<file path="config.mk">
export PLATFORM = sky130hd
export DESIGN_NAME = masked_bv4_apply_theta
export DESIGN_NICKNAME = d
export VERILOG_FILES = /design/src/rtl/masked_bv4_apply_theta_pkg.sv /design/src/rtl/hpc3_mul.sv /design/src/rtl/valid_shift.sv /design/src/rtl/masked_bv4_apply_theta.sv
export SDC_FILE = /design/constraint.sdc
export NUM_CORES = 1
export LEC_CHECK = 0
export BUFFER_PORTS_ARGS = -buffer_cell sky130_fd_sc_hd__buf_4
export CORE_AREA = 8 8 76 78
export DETAILED_ROUTE_END_ITERATION = 12
export DIE_AREA = 0 0 84 86
export SLEW_MARGIN = 0
export SYNTH_ARGS = -nofsm -noshare
export SYNTH_HDL_FRONTEND = slang
export SYNTH_SLANG_ARGS = --single-unit
</file>
<file path="constraint.sdc">
create_clock -name in_clock -period 1.5 [get_ports in_clock]
set_input_delay 0.15 -clock in_clock [delete_from_list [all_inputs] [get_ports in_clock]]
set_output_delay 0.15 -clock in_clock [all_outputs]
set_load 0.02 [all_outputs]
</file>
<file path="src/rtl/masked_bv4_apply_theta_pkg.sv">
// Shared bit-vector types and normal-basis GF(2^2)/GF(2^4) helpers for the masked inversion stages.
// GF(2^2) uses basis {W^2, W}; GF(2^4) uses basis {Z^4, Z} with Z^2 + Z + N = 0, N = W^2.
package masked_bv4_apply_theta_pkg;

    typedef logic [1:0] bv2_t;
    typedef logic [3:0] bv4_t;

    localparam bv2_t GF2_N   = 2'b10;
    localparam bv4_t GF4_ONE = 4'hF;

    // Number of unordered share pairs, i.e. randomness words per 2-bit HPC3 multiplier.
    function automatic int unsigned num_quad(input int unsigned shares);
        return (shares * (shares - 1)) / 2;
    endfunction

    // Position of the unordered share pair {i, j} within a randomness field.
    function automatic int unsigned pair_idx(input int unsigned i, input int unsigned j,
                                             input int unsigned shares);
        int unsigned lo;
        int unsigned hi;
        lo = (i < j) ? i : j;
        hi = (i < j) ? j : i;
        return lo * shares - (lo * (lo + 1)) / 2 + (hi - lo - 1);
    endfunction

    function automatic bv2_t gf2_mul(input bv2_t a, input bv2_t b);
        logic e;
        e = (a[1] ^ a[0]) & (b[1] ^ b[0]);
        return {(a[1] & b[1]) ^ e, (a[0] & b[0]) ^ e};
    endfunction

    function automatic bv4_t gf4_mul(input bv4_t a, input bv4_t b);
        bv2_t e;
        e = gf2_mul(gf2_mul(a[3:2] ^ a[1:0], b[3:2] ^ b[1:0]), GF2_N);
        return {gf2_mul(a[3:2], b[3:2]) ^ e, gf2_mul(a[1:0], b[1:0]) ^ e};
    endfunction

    // Unmasked reference inverse (0 maps to 0); exhaustive search, intended for benches only.
    function automatic bv4_t bv4_inv_ref(input bv4_t x);
        bv4_t res;
        res = 4'h0;
        for (int k = 1; k < 16; k++) begin
            if (gf4_mul(x, 4'(k)) == GF4_ONE) begin
                res = 4'(k);
            end
        end
        return res;
    endfunction

endpackage

</file>
<file path="src/rtl/hpc3_mul.sv">
// HPC3 masked GF(2^2) multiplier, one register stage; randomness r/p is shared per unordered share pair.
module hpc3_mul
    import masked_bv4_apply_theta_pkg::*;
#(
    parameter int unsigned NUM_SHARES = 2,
    parameter int unsigned BIT_WIDTH  = 2
) (
    input  logic                                               in_clock,
    input  logic                                               in_reset,
    input  logic [NUM_SHARES-1:0][BIT_WIDTH-1:0]               in_a,
    input  logic [NUM_SHARES-1:0][BIT_WIDTH-1:0]               in_b,
    input  logic [num_quad(NUM_SHARES)-1:0][BIT_WIDTH-1:0]     in_r,
    input  logic [num_quad(NUM_SHARES)-1:0][BIT_WIDTH-1:0]     in_p,
    output logic [NUM_SHARES-1:0][BIT_WIDTH-1:0]               out_c
);

    // u holds a_i*b_i on the diagonal and a_i*(b_j^r_ij) elsewhere; v holds (a_i^1)*r_ij ^ p_ij.
    logic [NUM_SHARES-1:0][NUM_SHARES-1:0][BIT_WIDTH-1:0] u_q;
    logic [NUM_SHARES-1:0][NUM_SHARES-1:0][BIT_WIDTH-1:0] v_q;

    always_ff @(posedge in_clock or negedge in_reset) begin
        if (!in_reset) begin
            u_q <= '0;
            v_q <= '0;
        end else begin
            for (int unsigned i = 0; i < NUM_SHARES; i++) begin
                for (int unsigned j = 0; j < NUM_SHARES; j++) begin
                    if (i == j) begin
                        u_q[i][j] <= gf2_mul(in_a[i], in_b[i]);
                        v_q[i][j] <= '0;
                    end else begin
                        u_q[i][j] <= gf2_mul(in_a[i], in_b[j] ^ in_r[pair_idx(i, j, NUM_SHARES)]);
                        v_q[i][j] <= gf2_mul(~in_a[i], in_r[pair_idx(i, j, NUM_SHARES)])
                                     ^ in_p[pair_idx(i, j, NUM_SHARES)];
                    end
                end
            end
        end
    end

    // Output share i only folds registered terms belonging to share i.
    always_comb begin
        logic [BIT_WIDTH-1:0] acc;
        for (int unsigned i = 0; i < NUM_SHARES; i++) begin
            acc = '0;
            for (int unsigned j = 0; j < NUM_SHARES; j++) begin
                acc = acc ^ u_q[i][j] ^ v_q[i][j];
            end
            out_c[i] = acc;
        end
    end

endmodule

</file>
<file path="src/rtl/valid_shift.sv">
// Parametrised-depth valid pipeline with asynchronous active-low reset.
module valid_shift #(
    parameter int unsigned DEPTH = 2
) (
    input  logic in_clock,
    input  logic in_reset,
    input  logic in_valid,
    output logic out_valid
);

    logic [DEPTH-1:0] stage_q;

    generate
        if (DEPTH == 1) begin : g_single
            always_ff @(posedge in_clock or negedge in_reset) begin
                if (!in_reset) begin
                    stage_q <= '0;
                end else begin
                    stage_q <= in_valid;
                end
            end
        end else begin : g_multi
            always_ff @(posedge in_clock or negedge in_reset) begin
                if (!in_reset) begin
                    stage_q <= '0;
                end else begin
                    stage_q <= {stage_q[DEPTH-2:0], in_valid};
                end
            end
        end
    endgenerate

    assign out_valid = stage_q[DEPTH-1];

endmodule

</file>
<file path="src/rtl/masked_bv4_apply_theta.sv">
// Final stage of the masked GF(2^4) inversion: inverse = {Theta*Gamma_lo, Theta*Gamma_hi}.
// Optional MASKED_BV4_APPLY_THETA_OUT_GATE_EN forces out_b to zero whenever out_valid is low.
module masked_bv4_apply_theta
    import masked_bv4_apply_theta_pkg::*;
#(
    parameter int unsigned NUM_SHARES = 2
) (
    input  logic                                  in_clock,
    input  logic                                  in_reset,
    input  logic                                  in_valid,
    input  bv4_t [NUM_SHARES-1:0]                 in_gamma,
    input  bv2_t [NUM_SHARES-1:0]                 in_theta,
    input  logic [8*num_quad(NUM_SHARES)-1:0]     in_random,
    output bv4_t [NUM_SHARES-1:0]                 out_b,
    output logic                                  out_valid
);

    localparam int unsigned NUM_QUAD = num_quad(NUM_SHARES);

    bv4_t [NUM_SHARES-1:0] gamma_q;
    bv2_t [NUM_SHARES-1:0] g_hi;
    bv2_t [NUM_SHARES-1:0] g_lo;
    bv2_t [NUM_SHARES-1:0] c_hi;
    bv2_t [NUM_SHARES-1:0] c_lo;
    bv2_t [NUM_QUAD-1:0]   r_hi;
    bv2_t [NUM_QUAD-1:0]   p_hi;
    bv2_t [NUM_QUAD-1:0]   r_lo;
    bv2_t [NUM_QUAD-1:0]   p_lo;

    assign {r_hi, p_hi, r_lo, p_lo} = in_random;

    // Gamma delay so it meets Theta, which arrives one cycle later.
    always_ff @(posedge in_clock or negedge in_reset) begin
        if (!in_reset) begin
            gamma_q <= '0;
        end else begin
            gamma_q <= in_gamma;
        end
    end

    always_comb begin
        for (int unsigned i = 0; i < NUM_SHARES; i++) begin
            g_hi[i] = gamma_q[i][3:2];
            g_lo[i] = gamma_q[i][1:0];
        end
    end

    hpc3_mul #(
        .NUM_SHARES (NUM_SHARES),
        .BIT_WIDTH  (2)
    ) mul_hi (
        .in_clock (in_clock),
        .in_reset (in_reset),
        .in_a     (in_theta),
        .in_b     (g_lo),
        .in_r     (r_hi),
        .in_p     (p_hi),
        .out_c    (c_hi)
    );

    hpc3_mul #(
        .NUM_SHARES (NUM_SHARES),
        .BIT_WIDTH  (2)
    ) mul_lo (
        .in_clock (in_clock),
        .in_reset (in_reset),
        .in_a     (in_theta),
        .in_b     (g_hi),
        .in_r     (r_lo),
        .in_p     (p_lo),
        .out_c    (c_lo)
    );

    valid_shift #(
        .DEPTH (2)
    ) u_valid (
        .in_clock  (in_clock),
        .in_reset  (in_reset),
        .in_valid  (in_valid),
        .out_valid (out_valid)
    );

`ifdef MASKED_BV4_APPLY_THETA_OUT_GATE_EN
    logic gate;

    // Separate register copy of out_valid so the gate is flop-driven.
    valid_shift #(
        .DEPTH (2)
    ) u_gate (
        .in_clock  (in_clock),
        .in_reset  (in_reset),
        .in_valid  (in_valid),
        .out_valid (gate)
    );

    always_comb begin
        for (int unsigned i = 0; i < NUM_SHARES; i++) begin
            out_b[i] = {c_hi[i], c_lo[i]} & {4{gate}};
        end
    end
`else
    always_comb begin
        for (int unsigned i = 0; i < NUM_SHARES; i++) begin
            out_b[i] = {c_hi[i], c_lo[i]};
        end
    end
`endif

endmodule

</file>
# Yosys cells after proc, flatten, opt, wreduce, memory -nomap -nowiden
# Index checks and enable logic that the tools add are counted.
word_totals:
  regBits: 34
  inputBits: 23
  output_inout_bits: 9
  wordCells: 107
classes:
  n_bitwise: 92
ops:
  columns: ["operator", "count"]
  rows:
  - ["$xor A1 B1 Y1", 38]
  - ["$and A1 B1 Y1", 36]
  - ["$xor A2 B2 Y2", 16]
  - ["$not A2 Y2", 2]

# Depth between registers and ports, before layout
# Gate-level depths: netlist (run 1).
logic_depth:
  word_depth: 5
  depth_mapped: 6
  ltp_nobuf: 4

# By module
# From an unflattened synthesis (run 1), not the netlist that was laid out.
unflattened:
  hier_cells: 178
  hier_area_um2: 2147.1
modules_own_cells:
  columns: ["mod", "n_inst", "cells_each", "area_per_inst_um2"]
  rows:
  - ["hpc3_mul", 2, 84, 948.4]
  - ["masked_bv4_apply_theta", 1, 8, 200.2]
  - ["valid_shift", 1, 2, 50.0]

# Worst setup path after synthesis (run 1)
# Ideal clock, no wire load.
synth_timing:
  kind: "reg-to-reg"
  start: "reg gamma_q (netlist bit g_lo[3])"
  end: "reg mul_hi.u_q[2] in the netlist's numbering"
  setup_ns: 0.132
  t_arrival_ns: 1.007
  t_required_ns: 1.368
  path_slack_ns: 0.360
  stages_incl_launch_ff: 5
  n_path_buf: 0
  period_less_slack_ns: 1.140
  path_cell_list: "dfrtp_1 > xnor2_1 > nor2_1 > xor2_1 > o2bb2ai_1"
synth_via:
  elab_chain_cells: 4
synth_lines:
  columns: ["element", "line_no", "text"]
  rows:
  - ["start: declaration", "masked_bv4_apply_theta.sv:20", "bv4_t [NUM_SHARES-1:0] gamma_q;"]
  - ["start signal: assignment", "masked_bv4_apply_theta.sv:37", "gamma_q <= in_gamma;"]
  - ["$xor A2 B2 Y2", "hpc3_mul.sv:32", "u_q[i][j] <= gf2_mul(in_a[i], in_b[j] ^ in_r[pair_idx(i, j, NUM_SHARES)]);"]
  - ["$xor A1 B1 Y1", "masked_bv4_apply_theta_pkg.sv:28", "e = (a[1] ^ a[0]) & (b[1] ^ b[0]);"]
  - ["$and A1 B1 Y1", "masked_bv4_apply_theta_pkg.sv:28", null]
  - ["$xor A1 B1 Y1", "masked_bv4_apply_theta_pkg.sv:29", "return {(a[1] & b[1]) ^ e, (a[0] & b[0]) ^ e};"]
  - ["end signal: indexed assignment", "hpc3_mul.sv:29", "u_q[i][j] <= gf2_mul(in_a[i], in_b[i]);"]
  - ["end signal: indexed assignment", "hpc3_mul.sv:32", null]
  - ["end: declaration", "hpc3_mul.sv:18", "logic [NUM_SHARES-1:0][NUM_SHARES-1:0][BIT_WIDTH-1:0] u_q;"]
# Every way passes these cells.

==> results of run 1 <==
[synth_stat cells, types with 8 or more instances]
cell and count:
o21ai_0 10, nand2b_1 14, dfrtp_1 34, a22o_1 12, a21oi_1 10, xor2_1 9
mux2_2 8, mux2i_1 10, xnor2_1 22
[layer usage]
layer / vias to the layer above / wire [um] / track usage
li1: 692 / - / -
met1: 641 / 1870 / 0.145
met2: 28 / 1740 / 0.173
met3: 8 / 216 / 0.0417
met4: 0 / 72 / 0.0502
met5: - / 0 / 0
[cells by family (layout without fill, tap and decap cells)]
group	after synthesis	in the layout	synth area share
AOI/OAI and AO/OA	47	47	0.152
xor gates and xnor gates	36	36	0.175
DFF	34	34	0.421
and+or+nand+nor	33	33	0.0948
muxes	18	18	0.0942
buffers and inverters	15	47	0.0632
[flip-flops by register name (all words and copies together), names as in the netlist]
name / count
g_lo: 4
mul_lo.v_q: 4
u_valid.stage_q: 2
g_hi: 4
mul_hi.u_q: 8
mul_lo.u_q: 8
mul_hi.v_q: 4
[timing repair]
item,in CTS,in global routing
setup buffers,0,0
hold endpoints to repair,43,0
hold buffers,10,0
setup endpoints to repair,0,0
[power by group through the flow]
stage               registers (mW)  clock network [mW]  logic [mW]
floorplan                     1.07                   0       0.527
global placement              1.08                   0       0.737
detailed placement            1.09                   0       0.754
CTS                           1.07               0.689       0.776
global route                  1.08               0.735       0.832
finish                        1.07               0.659       0.762
[worst reg2reg max path, cell delays in order (launching register included)]
cell	delay (ns)
dfrtp_1	0.42
xnor2_1	0.34
nor2_1	0.09
xor2_1	0.15
o2bb2ai_1	0.12
[area by class of cell]
type,instances,area (sq um),share of cell area
multi-input cells,134,1040,0.438
clock buffers,6,82.6,0.0348
flip-flops and latches,34,851,0.358
well taps,54,67.6,0.0285
repair buffers,41,333,0.140
[metrics by stage]
| stage | cell area [sq um] | std cells |
|---|---|---|
| 5_1_grt | 2370 | 269 |
| 6_report | 2370 | 269 |
| 3_3_place_gp | 2190 | 253 |
| 4_1_cts | 2370 | 269 |
| 3_5_place_dp | 2190 | 253 |
| 2_1_floorplan | 2020 | 183 |
[worst min-delay path by stage]
stage	cells after the start	end	slack (ns)
after detailed placement	1	mul_hi.u_q[1]	0.13
after floorplan	0	g_hi[0]	-0.15
after global placement	1	mul_hi.v_q[3]	0.11
after global routing	2	mul_lo.v_q[5]	0.06
after CTS	2	mul_lo.v_q[5]	0.06
final	2	mul_lo.v_q[5]	0.06
==> flow_summary.toml, run 1 <==
[worst_setup_path]
crit_arrival_ns = 1.18
timing.rr.start = "g_lo[3]"
worst_setup_path_end_kind = "output pin"
critPathLaunch = "mul_lo.u_q[4]"
cp-start-kind = "flip-flop"
r2r_slack_ns = 0.25
path_depth = 3
crit_type = "flip-flop to output pin"
path_max_fanout = 1
path_common_cell = "xnor2_1"
crit_buf_inv = 1
critPathCapture = "out_b[4]"
r2r-end = "mul_hi.u_q[2]"
worst_ep_required_time_ns = 1.35
crit_slowest_cell = "dfrtp_1"
ff2ff_path_depth = 4
cp_slowest_stage_delay_ns = 0.39
cp_top_family = "flip-flops"
path_cells = "xnor2_1, xnor2_1, buf_4"

[timing]
finalSetupViolations = 0
hold_violations = 0
fin_worst_skew_ns = 0.00582
timing.final.crit_share = 0.885
rsz0062_at_grt = "false"
fin_crit_ns = 1.33
tns_ns = 0
tightestPinTransition_ns = 0.417
max_freq_ghz = 0.754
relSlewSlack = 0.722
drv_slew = 0
whs_ns = 0.0649
worst_slack_ns = 0.173

[drt]
drt_wl_total_mm = 3.90
viasPerCell = 5.09
firstDrtPassIters = 4
wl_per_cell_um = 14.5
drt_iter0_markers = 63
remaining_drc_errors = 0
antenna_left = 0
num_vias = 1369

[power_and_ir_drop]
p_total_mw = 2.49
p_int_mw = 1.75
p_per_area_mw_per_mm2 = 1050
comb_power_share = 0.306
power_leakage_nw = 1.03
netSwitchingFraction = 0.297
max-vdd-ir-drop_mv = 0.468
switching_power_mw = 0.741
sequentialPowerShare = 0.430
pwr-share-clk = 0.264

[yosys]
ys_top_cells_by_area = "dfrtp_1 (42%), xnor2_1 (9.5%), a22o_1 (5.2%), mux2i_1 (5.0%), mux2_2 (4.5%)"
ys.flop_type = "dfrtp_1"
synth_warnings = 0
yosysTopAreaCell = "dfrtp_1"
synth.top_cell.area_share = 0.421
syn_area_sq_mm = 0.00202
synth_nets = 206
ys_ff_latch = 34
synth_cells = 183
syn_avg_cell_area_sq_um = 11.0
synth_enable_flop_cells = 0
ys_seq_area_frac = 0.421
yosys.cell_types.count = 27
synthArstFlopShare = 1.00

[global_routing]
grt.total_usage = 0.115
grt_overflow = 0
antenna_found_initial = 0
grt_max_degree = 35
first_global_vias = 1370
grt_pass1_wl_mm = 6.75

[floorplan]
ioPinCount = 32
design.core.area_sq_mm = 0.00460
row_count = 25
die_y_um = 86
start_util = 0.439
dieArea_sq_mm = 0.00722
fp.dieW_um = 84

[worst_hold_path]
hp-start = "in_random[1]"
hp-class = "primary input to flip-flop"

[clock_tree]
clock_tree.buffer_depth = 2
htreeDepth = 2
cts_buffers = 5
cts_tree = "built"
cts.sinks = 34
clk_transition_reported_paths_ns = 0.07
root_buffer = "clkbuf_8"
insertion_delay_ns = 0.28
cts.repair.resized = 0

[finish]
fin_util = 0.516
drive_gt1_frac = 0.251
layout_common_cells = "dfrtp_1 (34), buf_4 (31), xnor2_1 (22)"
syn_to_final_growth_pct = 17.6
nets = 239
final_common_cell = "dfrtp_1"
n_antenna_cell = 0
fill_cells = 402

[placed_design]
gp_congestion = 0.739
hpwlAfterDp_mm = 2.80
place_ws_ns = 0.269
io_buffer_count = 31

[status]
status = "finished, final reports clean"

[run]
drv_cap = 0
Power figures use the tool's default switching activity.
==> inputs of run 2 (changes only) <==
Settings changed: CORE_AREA 8 8 76 78 to 8 8 79 81, DIE_AREA 0 0 84 86 to 0 0 87 89, SYNTH_HIERARCHICAL set to 1.
Clock period 1.5 ns to 1.4 ns, I/O delays scaled along.
==> run 2 against run 1 <==
Net effect: first-iteration DRC count is 6.3% higher; via count increased by 7.0%; die area increased by 7.2%; clock power up 13%; sequential power grew 7%; synthesized cell count down 2.7%; critical endpoint unchanged; synthesized area increased by 6.3%.
==> flow_summary.toml, run 2 <==
[status]
status = "finished, final reports clean"

[finish]
layout_common_cells = "dfrtp_1 (34), buf_4 (31), xnor2_1 (27)"
regArea_sq_um = 851
nets = 237
n_antenna_cell = 0
final_common_cell = "dfrtp_1"
drive_gt1_frac = 0.284
design_area_sq_mm = 0.00256
fill_cells = 446
layout.cells.non_filler = 285
multi_input_area_sq_mm = 0.00119
reg_top3 = "mul_hi/u_q (8), mul_lo/u_q (8)"
fin_util = 0.515
syn_to_final_growth_pct = 19.4

[timing]
tns_ns = 0
whs_ns = 0.0559
timing.final.crit_share = 0.928
fin_crit_ns = 1.30
hold_violations = 0
rsz0062_at_grt = "false"
tightestPinTransition_ns = 0.430
finalSetupViolations = 0
fin_worst_skew_ns = 0.00559
max_freq_ghz = 0.770
relSlewSlack = 0.713
drv_slew = 0

[run]
drv_cap = 0

[worst_setup_path]
cp-start-kind = "flip-flop"
worst_setup_path_end_kind = "output pin"
crit_arrival_ns = 1.16
path_max_fanout = 1
r2r-end = "mul_lo/u_q[2]"
ff2ff_path_depth = 3
crit_type = "flip-flop to output pin"
r2r_slack_ns = 0.25
timing.rr.start = "g_hi[3]"
worst_ep_required_time_ns = 1.26

[drt]
wl_per_cell_um = 14.9
viasPerCell = 5.14
antenna_left = 0
num_vias = 1465
firstDrtPassIters = 4
remaining_drc_errors = 0
drt_iter0_markers = 67
drt_wl_total_mm = 4.25

[clock_tree]
post-cts-setup-buffers = 0
root_buffer = "clkbuf_8"
insertion_delay_ns = 0.28
clk_transition_reported_paths_ns = 0.07
htreeDepth = 2
cts_buffers = 5
clock_tree.buffer_depth = 2
cts_tree = "built"
cts.sinks = 34

[placed_design]
placed_area_sq_mm = 0.00236
hpwlAfterDp_mm = 3.02
gp_congestion = 0.804
io_buffer_count = 31
dp.cells = 267

[worst_hold_path]
holdPathEnd = "mul_hi/v_q[5]"
hp-class = "primary input to flip-flop"
hp-start = "in_random[5]"
worstHoldPathCells = 2

[global_routing]
first_global_vias = 1604
grt_max_degree = 35
grt.total_usage = 0.120
grt_overflow = 0
antenna_found_initial = 0
grt_pass1_wl_mm = 7.27

[yosys]
ys_ff_latch = 34
synthArstFlopShare = 1.00
ys_top_cells_by_area = "dfrtp_1 (40%), xnor2_1 (11%), mux2i_1 (7.5%), and4bb_1 (4.7%), buf_6 (3.1%)"
syn_area_sq_mm = 0.00215
synth_warnings = 6
netlist_top_cells_count = "dfrtp_1 (34), xnor2_1 (28), mux2i_1 (16), and4bb_1 (8), nand2b_1 (8)"
synth_nets = 201
syn_avg_cell_area_sq_um = 12.1
synth_most_common_cell = "dfrtp_1"
synth.top_cell.area_share = 0.396
ys.flop_type = "dfrtp_1"
ys_seq_area_frac = 0.396
synth_enable_flop_cells = 0
yosys.cell_types.count = 28
yosysTopAreaCell = "dfrtp_1"
synth_cells = 178

[floorplan]
design.core.area_sq_mm = 0.00498
dieArea_sq_mm = 0.00774
ioPinCount = 32
start_util = 0.431
fp.dieW_um = 87
row_count = 26
die_y_um = 89

[power_and_ir_drop]
p_per_area_mw_per_mm2 = 1070
power_leakage_nw = 1.08
max-vdd-ir-drop_mv = 0.408
[run 2: worst max-delay path by stage]
stage                             start       endpoint  slack (ns)  cells past startpoint
after floorplan                 g_lo[0]  mul_hi/u_q[0]        0.34                      2
after global routing      mul_lo/u_q[4]       out_b[4]      0.0002                      3
after detailed placement    in_theta[3]  mul_hi/v_q[4]        0.19                      4
final                     mul_lo/u_q[4]       out_b[4]        0.10                      3
after global placement      in_theta[3]  mul_lo/v_q[4]        0.21                      4
after CTS                 mul_lo/u_q[4]       out_b[4]        0.05                      3
[run 2: cells by family after synthesis]
logic type	after synthesis	synth area share
xor gates and xnor gates	36	0.175
DFF	34	0.396
and+or+nand+nor	32	0.117
muxes	24	0.120
buffers and inverters	16	0.0548
AOI/OAI and AO/OA	36	0.138
[run 2: timing repair]
item | 4_1_cts | 5_1_grt
endpoints found under the setup margin | 0 | 1
hold buffers | 10 | 0
gates resized for setup | 0 | 1
endpoints found under the hold margin | 43 | 0
[run 2: layout make-up]
type	count	area share
Clock buffer	7	0.0337
Clock inverter	1	0.00195
Inverter	4	0.00586
Multi-Input combinational cell	128	0.463
Sequential cell	34	0.332
Tap cell	70	0.0342
Timing Repair Buffer	41	0.130
[run 2: layer usage]
layer | track usage | part of all wire | vias up
met2 | 0.226 | 0.53 | 33
met3 | 0.0340 | 0.044 | 7
met5 | 0 | 0 | -
met4 | 0.0454 | 0.012 | 0
li1 | - | - | 712
met1 | 0.123 | 0.41 | 713
[run 2: power by group]
| group | switching (mW) | internal [mW] |
|---|---|---|
| combinational | 0.424 | 0.432 |
| clock | 0.345 | 0.397 |
| sequential | 0.0678 | 1.09 |
[run 2: metrics by stage]
step	power (mW)	worst slack [ns]
after floorplan	1.73	0.341
after global placement	1.99	0.213
after detailed placement	2.01	0.191
after CTS	2.77	0.0534
after global routing	2.91	0.000220
final	2.75	0.100
[run 2: critical path: stages, from the launching register on]
cell	delay, ns
dfrtp_1	0.37
xnor2_1	0.21
xnor2_1	0.15
buf_4	0.16
==> inputs of run 3 (changes only) <==
--- a/config.mk
+++ b/config.mk
@@ -8,5 +8,7 @@
 export BUFFER_PORTS_ARGS = -buffer_cell sky130_fd_sc_hd__buf_4
-export CORE_AREA = 8 8 79 81
+export CORE_AREA = 8 8 71 73
 export DETAILED_ROUTE_END_ITERATION = 12
-export DIE_AREA = 0 0 87 89
+export DIE_AREA = 0 0 79 81
+export PLACE_DENSITY = 0.77
+export REMOVE_ABC_BUFFERS = 1
 export SLEW_MARGIN = 0
--- a/constraint.sdc
+++ b/constraint.sdc
@@ -3,2 +3,2 @@
 set_output_delay 0.14 -clock in_clock [all_outputs]
-set_load 0.02 [all_outputs]
+set_load 0.005 [all_outputs]
==> run 3 against run 2 <==
Net effect: combinational power fell by 13%; maximum frequency rose by 3.8%; cell count fell by 7.0%; critical endpoint is now out_b[1].
==> flow_summary.toml, run 3 (synthesized netlist as in run 2, its figures left out) <==
[status]
status = "finished, final reports clean"

[drt]
wl_per_cell_um = 15.3
firstDrtPassIters = 4
remaining_drc_errors = 0
drt_iter0_markers = 79
viasPerCell = 5.54
num_vias = 1468
drt_wl_total_mm = 4.04
antenna_left = 0

[placed_design]
gp_congestion = 0.780
placed_area_sq_mm = 0.00234
hpwlAfterDp_mm = 2.90
io_buffer_count = 31

[timing]
relSlewSlack = 0.724
fin_worst_skew_ns = 0.00611
tightestPinTransition_ns = 0.413
timing.final.crit_share = 0.894
max_freq_ghz = 0.799
fin_crit_ns = 1.25
rsz0062_at_grt = "false"
tns_ns = 0
drv_slew = 0
finalSetupViolations = 0
hold_violations = 0

[clock_tree]
insertion_delay_ns = 0.29
clk_transition_reported_paths_ns = 0.07
cts.repair.resized = 0
root_buffer = "clkbuf_8"
cts.sinks = 34
clock_tree.buffer_depth = 2
hold_buffers = 10
cts_tree = "built"
post-cts-setup-buffers = 0
cts_buffers = 5
htreeDepth = 2

[worst_setup_path]
cp-start-kind = "flip-flop"
cp_slowest_stage_delay_ns = 0.37
critPathLaunch = "mul_lo/u_q[1]"
path_max_fanout = 1
worst_setup_path_end_kind = "output pin"
critPathCapture = "out_b[1]"
r2r_slack_ns = 0.22
r2r-end = "mul_lo/u_q[2]"
ff2ff_path_depth = 3
crit_slowest_cell = "dfrtp_1"
path_common_cell = "xnor2_1"
timing.rr.start = "g_hi[3]"
path_cells = "xnor2_1, xnor2_1, buf_4"
worst_ep_required_time_ns = 1.26
crit_type = "flip-flop to output pin"
crit_arrival_ns = 1.11

[worst_hold_path]
hp-class = "primary input to flip-flop"

[finish]
fill_cells = 330
n_antenna_cell = 0
syn_to_final_growth_pct = 18.6
regArea_sq_um = 851
multi_input_area_sq_mm = 0.00118
reg_top3 = "mul_hi/u_q (8), mul_lo/u_q (8)"
drive_gt1_frac = 0.274
nets = 237
final_common_cell = "dfrtp_1"
design_area_sq_mm = 0.00255
layout_common_cells = "dfrtp_1 (34), buf_4 (31), xnor2_1 (28)"

[run]
drv_cap = 0

[floorplan]
fp.dieW_um = 79
die_y_um = 81
design.core.area_sq_mm = 0.00391
start_util = 0.549
row_count = 23
ioPinCount = 32
dieArea_sq_mm = 0.00640

[global_routing]
first_global_vias = 1484
grt.total_usage = 0.136
grt_max_degree = 35
antenna_found_initial = 0
grt_overflow = 0
grt_pass1_wl_mm = 6.83

[power_and_ir_drop]
power_leakage_nw = 1.08
max-vdd-ir-drop_mv = 0.781
p_per_area_mw_per_mm2 = 1080
## run 3: cell count changes in the layout (fill, tap and decap cells not counted)
cell / change
bufinv_16: +1
clkbuf_1: +1
clkbuf_8: -1
clkinv_2: -1
xnor2_1: +1
xnor2_2: -1
## run 3: cell type report
| type | count | area share |
|---|---|---|
| Multi-Input combinational cell | 128 | 0.463 |
| Sequential cell | 34 | 0.334 |
| Timing Repair Buffer | 41 | 0.131 |
| Clock buffer | 7 | 0.0300 |
| Tap cell | 50 | 0.0246 |
| Clock inverter | 1 | 0.0118 |
| Inverter | 4 | 0.00590 |
## run 3: critical path, delay by kind of cell, from the launching register on
| kind | cells | cell delay [ns] |
|---|---|---|
| buffers and inverters | 1 | 0.13 |
| XOR/XNOR | 2 | 0.32 |
| flip-flops | 1 | 0.37 |
## run 3: metal layers
layer  wire length, um  global-route usage  vias up
met5                 0                   0        -
met4               108              0.0667        0
met3               254              0.0607       11
met2              1930               0.209       36
met1              1750               0.158      707
li1                  -                   -      714
## run 3: worst min path at each step
stage	cells after the start	to	slack, ns	startpoint
4_1_cts	2	mul_lo/v_q[3]	0.04	in_random[1]
2_1_floorplan	0	g_hi[0]	-0.16	in_reset
6_report	2	mul_lo/v_q[3]	0.05	in_random[1]
3_5_place_dp	1	mul_lo/u_q[5]	0.11	in_reset
3_3_place_gp	1	mul_lo/v_q[3]	0.10	in_reset
5_1_grt	2	mul_lo/v_q[3]	0.03	in_random[1]
## run 3: metrics by stage
step / hold WS (ns) / total power [mW] / cells / utilization / setup WS [ns]
after global placement: 0.101 / 1.87 / 247 / 0.598 / 0.232
after global routing: 0.0342 / 2.90 / 265 / 0.651 / 0.0275
after detailed placement: 0.105 / 1.90 / 247 / 0.598 / 0.194
after CTS: 0.0405 / 2.79 / 265 / 0.651 / 0.123
final: 0.0463 / 2.75 / 265 / 0.651 / 0.148
after floorplan: -0.156 / 1.56 / 166 / - / 0.341
## run 3: power breakdown
group	total [mW]	internal, mW	switching (mW)
combinational	0.742	0.423	0.319
clock	0.862	0.532	0.330
sequential	1.15	1.09	0.0619
